File: config.mk
export PLATFORM = sky130hd
export DESIGN_NAME = nano_mem_arbiter
export DESIGN_NICKNAME = d
export VERILOG_FILES = /design/src/rtl/nano_mem_arbiter.sv
export SDC_FILE = /design/constraint.sdc
export NUM_CORES = 1
export LEC_CHECK = 0
export CAP_MARGIN = 25
export CORE_AREA = 2 2 107 109
export DETAILED_ROUTE_END_ITERATION = 6
export DIE_AREA = 0 0 109 111
export PLACE_DENSITY = 0.59
export SLEW_MARGIN = 20
export SYNTH_ARGS = -nofsm -noshare
export SYNTH_HDL_FRONTEND = slang
export SYNTH_SLANG_ARGS = --single-unit
File: constraint.sdc
create_clock -name i_clk -period 3.09 [get_ports i_clk]
set_clock_uncertainty 0.2 [all_clocks]
set_input_delay 0.618 -clock i_clk [delete_from_list [all_inputs] [get_ports i_clk]]
set_output_delay 0.618 -clock i_clk [all_outputs]
set_load 0.01 [all_outputs]
File: src/rtl/nano_mem_arbiter.sv
// Shares one single-port synchronous word memory between the instruction-fetch port and the
// load/store data port. Data has priority; a starvation counter forces a fetch grant after
// STARVE_LIMIT consecutive fetch denials. Read data returns one cycle after the grant.
module nano_mem_arbiter #(
  parameter int unsigned ADDR_W       = 32,
  parameter int unsigned DATA_W       = 32,
  parameter int unsigned STARVE_LIMIT = 4
) (
  input  logic              i_clk,
  input  logic              i_rst,
  // Instruction-fetch port
  input  logic              i_if_req,
  input  logic [ADDR_W-1:0] i_if_addr,
  output logic              o_if_gnt,
  output logic              o_if_valid,
  output logic [DATA_W-1:0] o_if_rdata,
  // Load/store data port
  input  logic              i_d_req,
  input  logic              i_d_we,
  input  logic [ADDR_W-1:0] i_d_addr,
  input  logic [DATA_W-1:0] i_d_wdata,
  input  logic [3:0]        i_d_wstrb,
  output logic              o_d_gnt,
  output logic              o_d_valid,
  output logic [DATA_W-1:0] o_d_rdata,
  // Shared memory
  output logic              o_mem_en,
  output logic [3:0]        o_mem_we,
  output logic [ADDR_W-1:0] o_mem_addr,
  output logic [DATA_W-1:0] o_mem_wdata,
  input  logic [DATA_W-1:0] i_mem_rdata
);

  localparam logic [3:0] StarveMax = 4'(STARVE_LIMIT);

  logic [3:0] starve_q, starve_d;
  logic       if_pend_q, if_pend_d;
  logic       d_pend_q, d_pend_d;
  logic       force_fetch;

  // Arbitration, memory command and next-state for the response tags and starvation counter
  always_comb begin
    force_fetch = i_if_req & (starve_q == StarveMax);
    // Grants are suppressed while reset is held so no command reaches the memory.
    o_if_gnt    = ~i_rst & i_if_req & (force_fetch | ~i_d_req);
    o_d_gnt     = ~i_rst & i_d_req & ~o_if_gnt;

    o_mem_en    = o_if_gnt | o_d_gnt;
    o_mem_addr  = '0;
    if (o_if_gnt) begin
      o_mem_addr = i_if_addr;
    end else if (o_d_gnt) begin
      o_mem_addr = i_d_addr;
    end
    o_mem_we    = (o_d_gnt & i_d_we) ? i_d_wstrb : 4'b0000;
    o_mem_wdata = o_d_gnt ? i_d_wdata : '0;

    if_pend_d   = o_if_gnt;
    // Stores complete in their grant cycle and never produce a response.
    d_pend_d    = o_d_gnt & ~i_d_we;

    if (i_if_req & ~o_if_gnt) begin
      starve_d = (starve_q >= StarveMax) ? StarveMax : starve_q + 4'd1;
    end else begin
      starve_d = 4'd0;
    end
  end

  // State registers with synchronous active-high reset
  always_ff @(posedge i_clk) begin
    if (i_rst) begin
      starve_q  <= 4'd0;
      if_pend_q <= 1'b0;
      d_pend_q  <= 1'b0;
    end else begin
      starve_q  <= starve_d;
      if_pend_q <= if_pend_d;
      d_pend_q  <= d_pend_d;
    end
  end

  // Response routing; valids are gated by reset so a response pending across reset is dropped
  always_comb begin
    o_if_valid = if_pend_q & ~i_rst;
    o_d_valid  = d_pend_q & ~i_rst;
    o_if_rdata = o_if_valid ? i_mem_rdata : '0;
    o_d_rdata  = o_d_valid ? i_mem_rdata : '0;
  end

endmodule

Yosys cells after proc, flatten, opt, wreduce, memory -nomap -nowiden
Cells that the tools add are included.

Register bits after elaboration: 6. Latch bits: 0. RAM bits: 0. Memory bits (read-only): 0. Output and inout port bits: 137. Memories: 0.

$add $sub $neg: 1. Multipliers: 0. Divide/modulo/power cells: 0. Order comparisons: 1. Equal/unequal tests: 1. Shifts and indexed selects: 0. Muxes and demuxes: 7. Bitwise logic cells: 17. Reduce and logical (&&, ||, !) cells: 2.

Operators with widths (number): $mux 32 (5); $and 1x1->1 (10); $not 1->1 (5); $add 4x1->4 const B (1); $eq 4x3->1 const B (1); $ge 4x3->1 const B (1); $mux 4 (1); $mux 3 (1); $reduce_or 3->1 (1); $or 1x1->1 (2); $reduce_or 2->1 (1).

Depth between registers and ports, before layout
Gate-level depths: netlist of run 1.

Word-level depth: 8. Depth in mapped cells: 6. Mapped depth without buffers: 5.

Least setup slack after synthesis of run 1
Ideal clock, no wire load.

Path kind: input port to output port. Start point: input port i_rst. End point: output port o_mem_we[0]. Arrival: 1.484 ns. Data required time: 2.272 ns. Setup slack: 0.788 ns. Cell stages on the path: 4. Cells stage by stage: nand2b_2 a41oi_4 buf_6 and3_1.

Cells in the longest elaborated chain, start to end: 7. Elaborated cells on any way between the ends: 8.

RTL lines: start: declaration (line 10) `input logic i_rst,`; $not 1->1 (*) (line 45, 46); $and 1x1->1 (2 in series) (line 45) `o_if_gnt = ~i_rst & i_if_req & (force_fetch | ~i_d_req);`; $not 1->1 (line 46) `o_d_gnt = ~i_rst & i_d_req & ~o_if_gnt;`; $and 1x1->1 (*) (line 46); $and 1x1->1 (*) (line 55) `o_mem_we = (o_d_gnt & i_d_we) ? i_d_wstrb : 4'b0000;`; $mux 4 (*) (line 55); end: declaration (line 28) `output logic [3:0] o_mem_we,`.

Mark *: on every way between the ends. The rest lies on a longest branch, timed or not.

Worst setup path after layout of run 1
Start point: input port i_d_req. End point: output port o_mem_we[0].

Cells in the longest elaborated chain, start to end: 7. Elaborated cells on any way between the ends: 8.

RTL lines: start: declaration (line 18) `input logic i_d_req,`; $not 1->1 (line 45); $or 1x1->1 (line 45); $and 1x1->1 (line 45); $not 1->1 (line 46); $and 1x1->1 (*) (line 46); $and 1x1->1 (*) (line 55); $mux 4 (*) (line 55).

Marks and branches as above.

==> metrics, run 1 <==
outcome completed; synth unique cells 23; synthesized instance count 177; CP Class in -> out; crit path DAT 2.19 ns; PwrDens 163 mW/mm^2; post-route minimum period 3.01 ns; Clock Power Share 0.288; xor-xnor portion of the synthesized cell area 0; post-synthesis mux area share 0; Setup crit start kind input pin; Synth Area in Simple Gates 0.535; IO buf count 273; share of post-route cells with drive strength above 1 0.127; Worst Hold Margin 0.261 ns; CTS tree done; CTS root buf clkbuf_16; WL per Instance 15.5 um; routability congestion estimate 0.799; synth top area cells and2_1, a22o_1, dfxtp_1; vias in the first global route 2,405; busiest grt layer met2; Hold Path Stages 1; peak supply drop 0.104 mV; clk sink count 6; largest net degree at the start of global routing 34; core area 0.0111 mm^2; post-synth top area share 0.454; Post-synth top flop dfxtp_1; Post-route DRC 0; Logic pwr share 0.597; GRT Residual Overflow 0; Psw 0.184 mW; placed insts 586; DIE AREA 0.0121 mm^2; number of synthesis warnings 0; post-route ant nets 0; clock tree buffer depth 2; post-synthesis sequential area ratio 0.0907; die height 111 um; # IOs 274; GR Layer Usage met2 0.271; clock buffer count from CTS 3; Total Routed Length 9.30 mm; Worst EP required 2.27 ns; Tcrit/Tclk final 0.974; Worst Reg-to-Reg Cells 7; antenna violations before repair 0; Area growth syn-to-layout 230%; Synth area leader and2_1; most frequent cell after synthesis and2_1; switching portion of total power 0.258; Flop pwr share 0.116; Worst-Skew Late Latency 0.22 ns; synthesized area 0.00132 mm^2; Hold WC Path Type reg -> reg; Yosys reg bits 6; via count 2,417; Adder-Cell Fraction of Synth Area 0.0189; Fmax achieved 332 MHz; Mean Syn Cell Area 7.48 um^2; Int Pwr 0.528 mW; GR Util met3 0.0388; Slew Viols, Final 0; Crit Path Max Fanout 33; final core occ 0.394; drt first pass iters 4; fin cells 601; FILL cells 1,122; leak pwr 2.15 nW; DIE WIDTH 109 um; Critical R2R Capture d_pend_q; post-route cell area 0.00437 mm^2; setup slack after layout 0.0816 ns; worst setup path endpoint o_mem_we[0]; asr flop ratio synth 0; Initial Util 0.120; Global Route Usage Sum 0.139; Place WS -0.298 ns; met1 usage 0.148; post-synthesis compound-gate area fraction 0.250; Rows 39; Post-synth EDFFs 0; Via density 4.02; R2R setup slack 1.27 ns; Worst-path clk slew 0.03 ns; hold buffer count at CTS 0; Final Setup Violations 0; CP Capture Type output port; Final #Nets 599; Final Hold Viols 0; Syn Nets 316; synth cell count leaders and2_1, a22o_1, buf_6; Critical path origin i_d_req; CTS H-tree lvls 1; reg2reg start starve_q[0]; ant diodes 0; Cell Area, Placed 0.00423 mm^2; largest family of logic cells by synthesized area simple AND/OR/NAND/NOR gates; first-pass GRT wire length 13.0 mm; RSZ-0062 raised after global routing no; MaxCap Viol Count 0; hpwl dp 7.36 mm; Iter 0 DRT Violations 47
==> metrics by stage <==
stage	total power [mW]	TNS, ns
after floorplan	0.202	0
after global placement	0.517	-20.86
after detailed placement	0.519	-22.72
after CTS	0.722	-2.04
after global routing	0.752	0
final	0.712	0
==> state kept, by name, indices dropped and copies added, names as in the netlist <==
| signal | cells |
|---|---|
| d_pend_q | 1 |
| if_pend_q | 1 |
| starve_q | 4 |
==> cell type report <==
class | instances | area, um^2 | share of cell area
well taps | 143 | 179 | 0.0410
repair buffers | 294 | 2900 | 0.664
flip-flops and latches | 6 | 120 | 0.0275
multi-input cells | 152 | 1080 | 0.248
clock buffers | 3 | 75.1 | 0.0172
inverters | 3 | 11.3 | 0.00258
==> critical path, stage by stage <==
cell             delay [ns]
clkdlybuf4s50_1        0.50
nand2b_2               0.08
a41oi_4                0.19
buf_4                  0.16
buf_12                 0.16
and3_1                 0.17
dlygate4sd2_1          0.31
==> routing by layer <==
layer / vias up / part of all wire
met5: - / 0
met4: 0 / 0.0099
met3: 10 / 0.11
met2: 170 / 0.52
met1: 1073 / 0.36
li1: 1164 / -
==> logic make-up after synthesis <==
kind of cell	after synthesis
DFF	6
AOI/OAI and AO/OA	37
adders and majority gates	2
other	1
buffers and inverters	19
and+or+nand+nor	112
==> worst min-delay path by stage <==
| stage | start | end |
|---|---|---|
| global placement | starve_q[0] | starve_q[0] |
| global route | starve_q[0] | starve_q[0] |
| finish | starve_q[0] | starve_q[0] |
| floorplan | starve_q[0] | starve_q[0] |
| CTS | starve_q[0] | starve_q[0] |
| detailed placement | starve_q[0] | starve_q[0] |
==> what timing repair did <==
item                                   4_1_cts  5_1_grt
cloned                                       4        1
buffers inserted                             6        1
endpoints found under the hold margin        0        0
setup endpoints to repair                  136       75
gates resized for setup                    205       38
==> power groups by stage <==
stage,registers (mW),clock network [mW],logic (mW)
2_1_floorplan,0.0832,0,0.119
3_3_place_gp,0.0835,0,0.433
3_5_place_dp,0.0836,0,0.436
4_1_cts,0.0825,0.211,0.428
5_1_grt,0.0830,0.216,0.454
6_report,0.0825,0.205,0.425
==> cells in the final DEF (no fill, tap or decap), types with 3 or more instances in the layout <==
cell             netlist  final
buf_4                  3      9
dlygate4sd2_1          0     69
clkbuf_2               0     17
clkdlybuf4s15_2        0      7
and2_1                96     96
dfxtp_1                6      6
and3_1                 4      4
buf_12                 0      6
a22o_1                32     32
clkbuf_16              0      4
clkdlybuf4s50_1        0    135
buf_2                  0      4
clkdlybuf4s15_1        0     39
inv_1                  3      3
Note: power is estimated with default switching activity, not from simulation.
==> run 2: changes to the inputs <==
- SKIP_LAST_GASP: unset -> 1
==> run 2 against run 1 <==
The flow now finishes with violations (setup timing). Die area unchanged. Non-clock buffer count down 1. Maximum frequency shrank 5.9%. Setup slack got worse by 0.19 ns. Combinational power barely moved. Register-to-register slack about the same. Via count fell by 0.70%. Sequential share of layout area barely moved. Largest power group unchanged. Highest routed layer unchanged.
==> metrics, run 2 (synthesis results as in run 1) <==
crit path DAT 2.38 ns (was 2.19 ns); Initial Util 0.120 (unchanged); CTS H-tree lvls 1 (unchanged); Worst EP required 2.27 ns (about the same); Tcrit/Tclk final 1.04 (was 0.974); Final Setup Violations 25 (was 0); commonest non-fill, non-tap cell in the layout clkdlybuf4s50_1 (unchanged); post-route minimum period 3.20 ns (was 3.01 ns); Rows 39 (unchanged); CP Capture Type output port (unchanged); reg2reg start starve_q[0] (unchanged); logic depth of the worst path, buffers included 6 (was 7); DIE WIDTH 109 um (unchanged); Post-route DRC 0 (unchanged); Setup TNS Final -1.37 ns (was 0 ns); routability congestion estimate 0.799 (unchanged); post-route cell area 0.00430 mm^2 (was 0.00437 mm^2); Total Routed Length 9.14 mm (was 9.30 mm); Worst Reg-to-Reg Cells 8 (was 7); largest net degree at the start of global routing 34 (unchanged); Worst-path clk slew 0.03 ns (about the same); placed insts 586 (unchanged); Area growth syn-to-layout 225% (was 230%); clock buffer count from CTS 3 (unchanged); most frequent cells in the layout clkdlybuf4s50_1, and2_1, clkbuf_2 (was clkdlybuf4s50_1, and2_1, dlygate4sd2_1); clk sink count 6 (unchanged); Critical path origin i_d_req (unchanged); hpwl dp 7.36 mm (unchanged); Via density 4.00 (was 4.02); DRT met1 WL 3.25 mm (was 3.36 mm); biggest regs starve_q x4, d_pend_q x1, if_pend_q x1 (unchanged); MaxCap Viol Count 0 (unchanged); Slew Viols, Final 0 (unchanged); peak supply drop 0.104 mV (about the same); CTS tree done (unchanged); PwrDens 166 mW/mm^2 (was 163 mW/mm^2); Final #Nets 598 (was 599); most flop-heavy register starve_q (unchanged); leak pwr 1.95 nW (was 2.15 nW); Critical R2R Capture d_pend_q (unchanged); max FFs per register 4 (unchanged); vias in the first global route 2,411 (was 2,405); die height 111 um (unchanged); via count 2,400 (was 2,417); most used cell, CP clkdlybuf4s50_1; drt first pass iters 4 (unchanged); Worst Hold Margin 0.261 ns (about the same); setup slack after layout -0.108 ns (was 0.0816 ns); WL met2 4.77 mm (was 4.83 mm); share of post-route cells with drive strength above 1 0.138 (was 0.127); final core occ 0.388 (was 0.394); worst setup path endpoint o_mem_we[2] (was o_mem_we[0]); IO buf count 273 (unchanged); CP Cell Sequence clkdlybuf4s50_1 -> nand2b_2 -> a41oi_4 -> buf_12 -> and3_1 -> clkdlybuf4s50_1 (was clkdlybuf4s50_1 -> nand2b_2 -> a41oi_4 -> buf_4 -> buf_12 -> and3_1 -> dlygate4sd2_1); DIE AREA 0.0121 mm^2 (unchanged); Cell Area, Placed 0.00423 mm^2 (unchanged); CP Class in -> out (unchanged); highest routed metal layer met4 (unchanged); WL per Instance 15.2 um (was 15.5 um); core area 0.0111 mm^2 (unchanged); Fmax achieved 313 MHz (was 332 MHz); DR WL met3 1.03 mm (was 1.02 mm); # IOs 274 (unchanged); Final Hold Viols 0 (unchanged); cell family with most CP delay buffers and inverters (unchanged); GRT Residual Overflow 0 (unchanged); Power, Total 0.716 mW (was 0.712 mW); Hold WC Path Type reg -> reg (unchanged); crit-path max cell delay 0.55 ns (was 0.50 ns); fin cells 600 (was 601); Worst-Skew Late Latency 0.22 ns (about the same); first-pass GRT wire length 13.0 mm (about the same); CTS root buf clkbuf_16 (unchanged); outcome finished with violations (was completed); Crit Path Max Fanout 33 (unchanged); failing checks setup timing; Place WS -0.298 ns (unchanged); Worst path slowest cell clkdlybuf4s50_1 (unchanged); Iter 0 DRT Violations 49 (was 47); CP Buf/Inv Count 3 (was 4); clock tree buffer depth 2 (unchanged); antenna violations before repair 0 (unchanged); Setup crit start kind input pin (unchanged); RSZ-0062 raised after global routing yes (was no); R2R setup slack 1.26 ns (was 1.27 ns); ant diodes 0 (unchanged); post-route ant nets 0 (unchanged); Global Route Usage Sum 0.139 (about the same)
==> run 2: changes by cell type in the layout (fill, tap and decap cells not counted), moves of 3 or more <==
cell	delta
clkdlybuf4s15_2	-7
clkbuf_2	+17
dlygate4sd2_1	-39
clkdlybuf4s50_1	+51
buf_2	-3
clkdlybuf4s15_1	-19
==> run 2: area by class of cell <==
| type | count | area, um^2 |
|---|---|---|
| clock buffer | 3 | 75.1 |
| fill | 1153 | 6780 |
| inverter | 3 | 11.3 |
| multi-input combinational | 152 | 1080 |
| sequential | 6 | 120 |
| tap | 143 | 179 |
| timing repair buffer | 293 | 2840 |
==> run 2: what timing repair did <==
item                                   in CTS  in global routing
hold buffers                                0                  0
resized for setup                         112                 72
pin swaps                                   0                  0
setup endpoints to repair                 136                125
gates cloned                                4                  0
setup buffers                               6                  1
endpoints found under the hold margin       0                  0
==> run 2: how the worst min path moves through the flow <==
stage,start,to,cells past startpoint
2_1_floorplan,starve_q[0],starve_q[0],1
3_3_place_gp,starve_q[0],starve_q[0],1
3_5_place_dp,starve_q[0],starve_q[0],1
4_1_cts,starve_q[0],starve_q[0],1
5_1_grt,starve_q[0],starve_q[0],1
6_report,starve_q[0],starve_q[0],1
==> run 2: power by group <==
group / switching [mW] / internal [mW]
Clock: 0.0392 / 0.166
Combinational: 0.142 / 0.286
Sequential: 0.00189 / 0.0806
Total: 0.183 / 0.532
==> run 2: worst reg2reg max path, stage by stage (launching register included) <==
cell and delay [ns]:
dfxtp_1 0.35, inv_1 0.05, ha_1 0.26, a41oi_4 0.28
buf_4 0.15, buf_6 0.10, buf_12 0.11, buf_16 0.14
and2b_1 0.12
==> run 2: per-layer routing <==
| layer | track usage | vias to the layer above |
|---|---|---|
| met3 | 0.0388 | 8 |
| met2 | 0.271 | 168 |
| met1 | 0.147 | 1061 |
| li1 | - | 1163 |
| met4 | 0.0205 | 0 |
| met5 | 0 | - |
==> run 3: changes to the inputs <==
- GPL_TIMING_DRIVEN: unset -> 0
==> run 3 against run 2 <==
The run now ends clean. Wire length is 5.6% lower. Critical path depth grew 2. Setup slack improved by 0.20 ns. Sequential power about the same. Flip-flop and latch count did not move. Clock power hardly changed. Power decreased by 2.2%. Hold slack better by 0.017 ns. Core utilization increased by 0.63 points. Sequential share of layout area hardly changed.
==> metrics, run 3 (synthesis results as in run 1) <==
PwrDens 160 mW/mm^2 (was 166 mW/mm^2); MaxCap Viol Count 0 (unchanged); max FFs per register 4 (unchanged); most flop-heavy register starve_q (unchanged); Multi-input gate area 0.00108 mm^2 (about the same); placed insts 593 (was 586); vias in the first global route 2,331 (was 2,411); commonest non-fill, non-tap cell in the layout clkdlybuf4s50_1 (unchanged); post-route ant nets 0 (unchanged); CP Capture Type output port (unchanged); clk sink count 6 (unchanged); Area growth syn-to-layout 230% (was 225%); biggest regs starve_q x4, d_pend_q x1, if_pend_q x1 (unchanged); Power, Total 0.700 mW (was 0.716 mW); clock buffer count from CTS 3 (unchanged); ant diodes 0 (unchanged); post-route cell area 0.00437 mm^2 (was 0.00430 mm^2); Slew Viols, Final 0 (unchanged); setup slack after layout 0.0896 ns (was -0.108 ns); CP Cell Sequence dlygate4sd2_1 -> nand2b_2 -> a41oi_4 -> buf_12 -> buf_4 -> buf_6 -> a22o_1 -> dlygate4sd2_1 (was clkdlybuf4s50_1 -> nand2b_2 -> a41oi_4 -> buf_12 -> and3_1 -> clkdlybuf4s50_1); first-pass GRT wire length 12.5 mm (was 13.0 mm); post-route minimum period 3.00 ns (was 3.20 ns); clock tree buffer depth 2 (unchanged); Global Route Usage Sum 0.132 (was 0.139); Rows 39 (unchanged); IO buf count 273 (unchanged); hold buffer count at CTS 0 (unchanged); peak supply drop 0.104 mV (about the same); RSZ-0062 raised after global routing no (was yes); CTS tree done (unchanged); fin cells 601 (was 600); Worst EP required 2.27 ns (about the same); DIE AREA 0.0121 mm^2 (unchanged); Worst Hold Margin 0.278 ns (was 0.261 ns); die height 111 um (unchanged); drt first pass iters 4 (unchanged); outcome completed (was finished with violations); CTS root buf clkbuf_16 (unchanged); antenna violations before repair 0 (unchanged); largest net degree at the start of global routing 11 (was 34); Worst-Skew Late Latency 0.22 ns (about the same); Worst-path clk slew 0.03 ns (about the same); Post-route DRC 0 (unchanged); Fmax achieved 333 MHz (was 313 MHz); FILL cells 1,181 (was 1,153); Hold WC Path Type reg -> reg (unchanged); most frequent cells in the layout clkdlybuf4s50_1, and2_1, dlygate4sd2_1 (was clkdlybuf4s50_1, and2_1, clkbuf_2); Final #Nets 599 (was 598); Cell Area, Placed 0.00424 mm^2 (was 0.00423 mm^2); WL per Instance 14.4 um (was 15.2 um); share of post-route cells with drive strength above 1 0.0655 (was 0.138); crit-path max cell delay 0.29 ns (was 0.55 ns); Final Hold Viols 0 (unchanged); core area 0.0111 mm^2 (unchanged); CTS H-tree lvls 1 (unchanged); crit path DAT 2.18 ns (was 2.38 ns); Iter 0 DRT Violations 79 (was 49); Initial Util 0.120 (unchanged); most used cell, CP dlygate4sd2_1 (was clkdlybuf4s50_1); Final Setup Violations 0 (was 25); Setup crit start kind input pin (unchanged); # IOs 274 (unchanged); CP Class in -> out (unchanged); routability congestion estimate 0.834 (was 0.799); final core occ 0.395 (was 0.388); register area 120 um^2 (unchanged); GRT Residual Overflow 0 (unchanged); Tcrit/Tclk final 0.971 (was 1.04); Total Routed Length 8.63 mm (was 9.14 mm); hpwl dp 7.73 mm (was 7.36 mm); DIE WIDTH 109 um (unchanged); Place WS -0.491 ns (was -0.298 ns); Worst path slowest cell dlygate4sd2_1 (was clkdlybuf4s50_1); leak pwr 2.21 nW (was 1.95 nW); Crit Path Max Fanout 10 (was 33); Setup TNS Final 0 ns (was -1.37 ns); Via density 3.90 (was 4.00); via count 2,346 (was 2,400)
[run 3: cell count changes in the layout (fill, tap and decap cells not counted), sizes merged, moves of 4 or more]
cell and delta:
clkbuf -29, dlygate4sd2 +22, clkdlybuf4s15 -20, dlymetal6s2s +17, clkdlybuf4s50 +16, buf -4
[run 3: worst paths after layout]
path	start	to	slack (ns)	depth (start not counted)
setup / recovery	i_rst	o_mem_addr[16]	0.09	8
hold / removal	starve_q[0]	starve_q[0]	0.28	1
hold reg to reg	starve_q[0]	starve_q[0]	0.28	1
setup reg to reg	starve_q[0]	d_pend_q	1.51	6
[run 3: layout make-up]
type | count | area share
Clock buffer | 3 | 0.0172
Inverter | 3 | 0.00258
Tap cell | 143 | 0.0409
Multi-Input combinational cell | 152 | 0.247
Buffer | 16 | 0.0326
Sequential cell | 6 | 0.0275
Timing Repair Buffer | 278 | 0.633
[run 3: timing repair]
action / 4_1_cts / 5_1_grt
setup endpoints to repair: 132 / 40
cloned: 0 / 0
pin swaps: 0 / 0
setup buffers: 3 / 2
resized for setup: 62 / 24
[run 3: per-layer routing]
layer	vias up	track usage	routed length (um)
met1	1027	0.128	2820
li1	1156	-	-
met2	159	0.262	4580
met4	0	0.0179	27
met5	-	0	0
met3	4	0.0482	1200
[run 3: where the power goes]
group	switching, mW	total (mW)	internal, mW
registers	0.00208	0.0827	0.0806
logic	0.134	0.412	0.279
clock network	0.0393	0.205	0.166
total	0.175	0.700	0.525
[run 3: worst max-delay path, delay by kind of cell]
family | cells | cell delay [ns]
AND/OR/NAND/NOR | 1 | 0.21
AO/OA/AOI/OAI | 2 | 0.38
buffers and inverters | 5 | 0.97
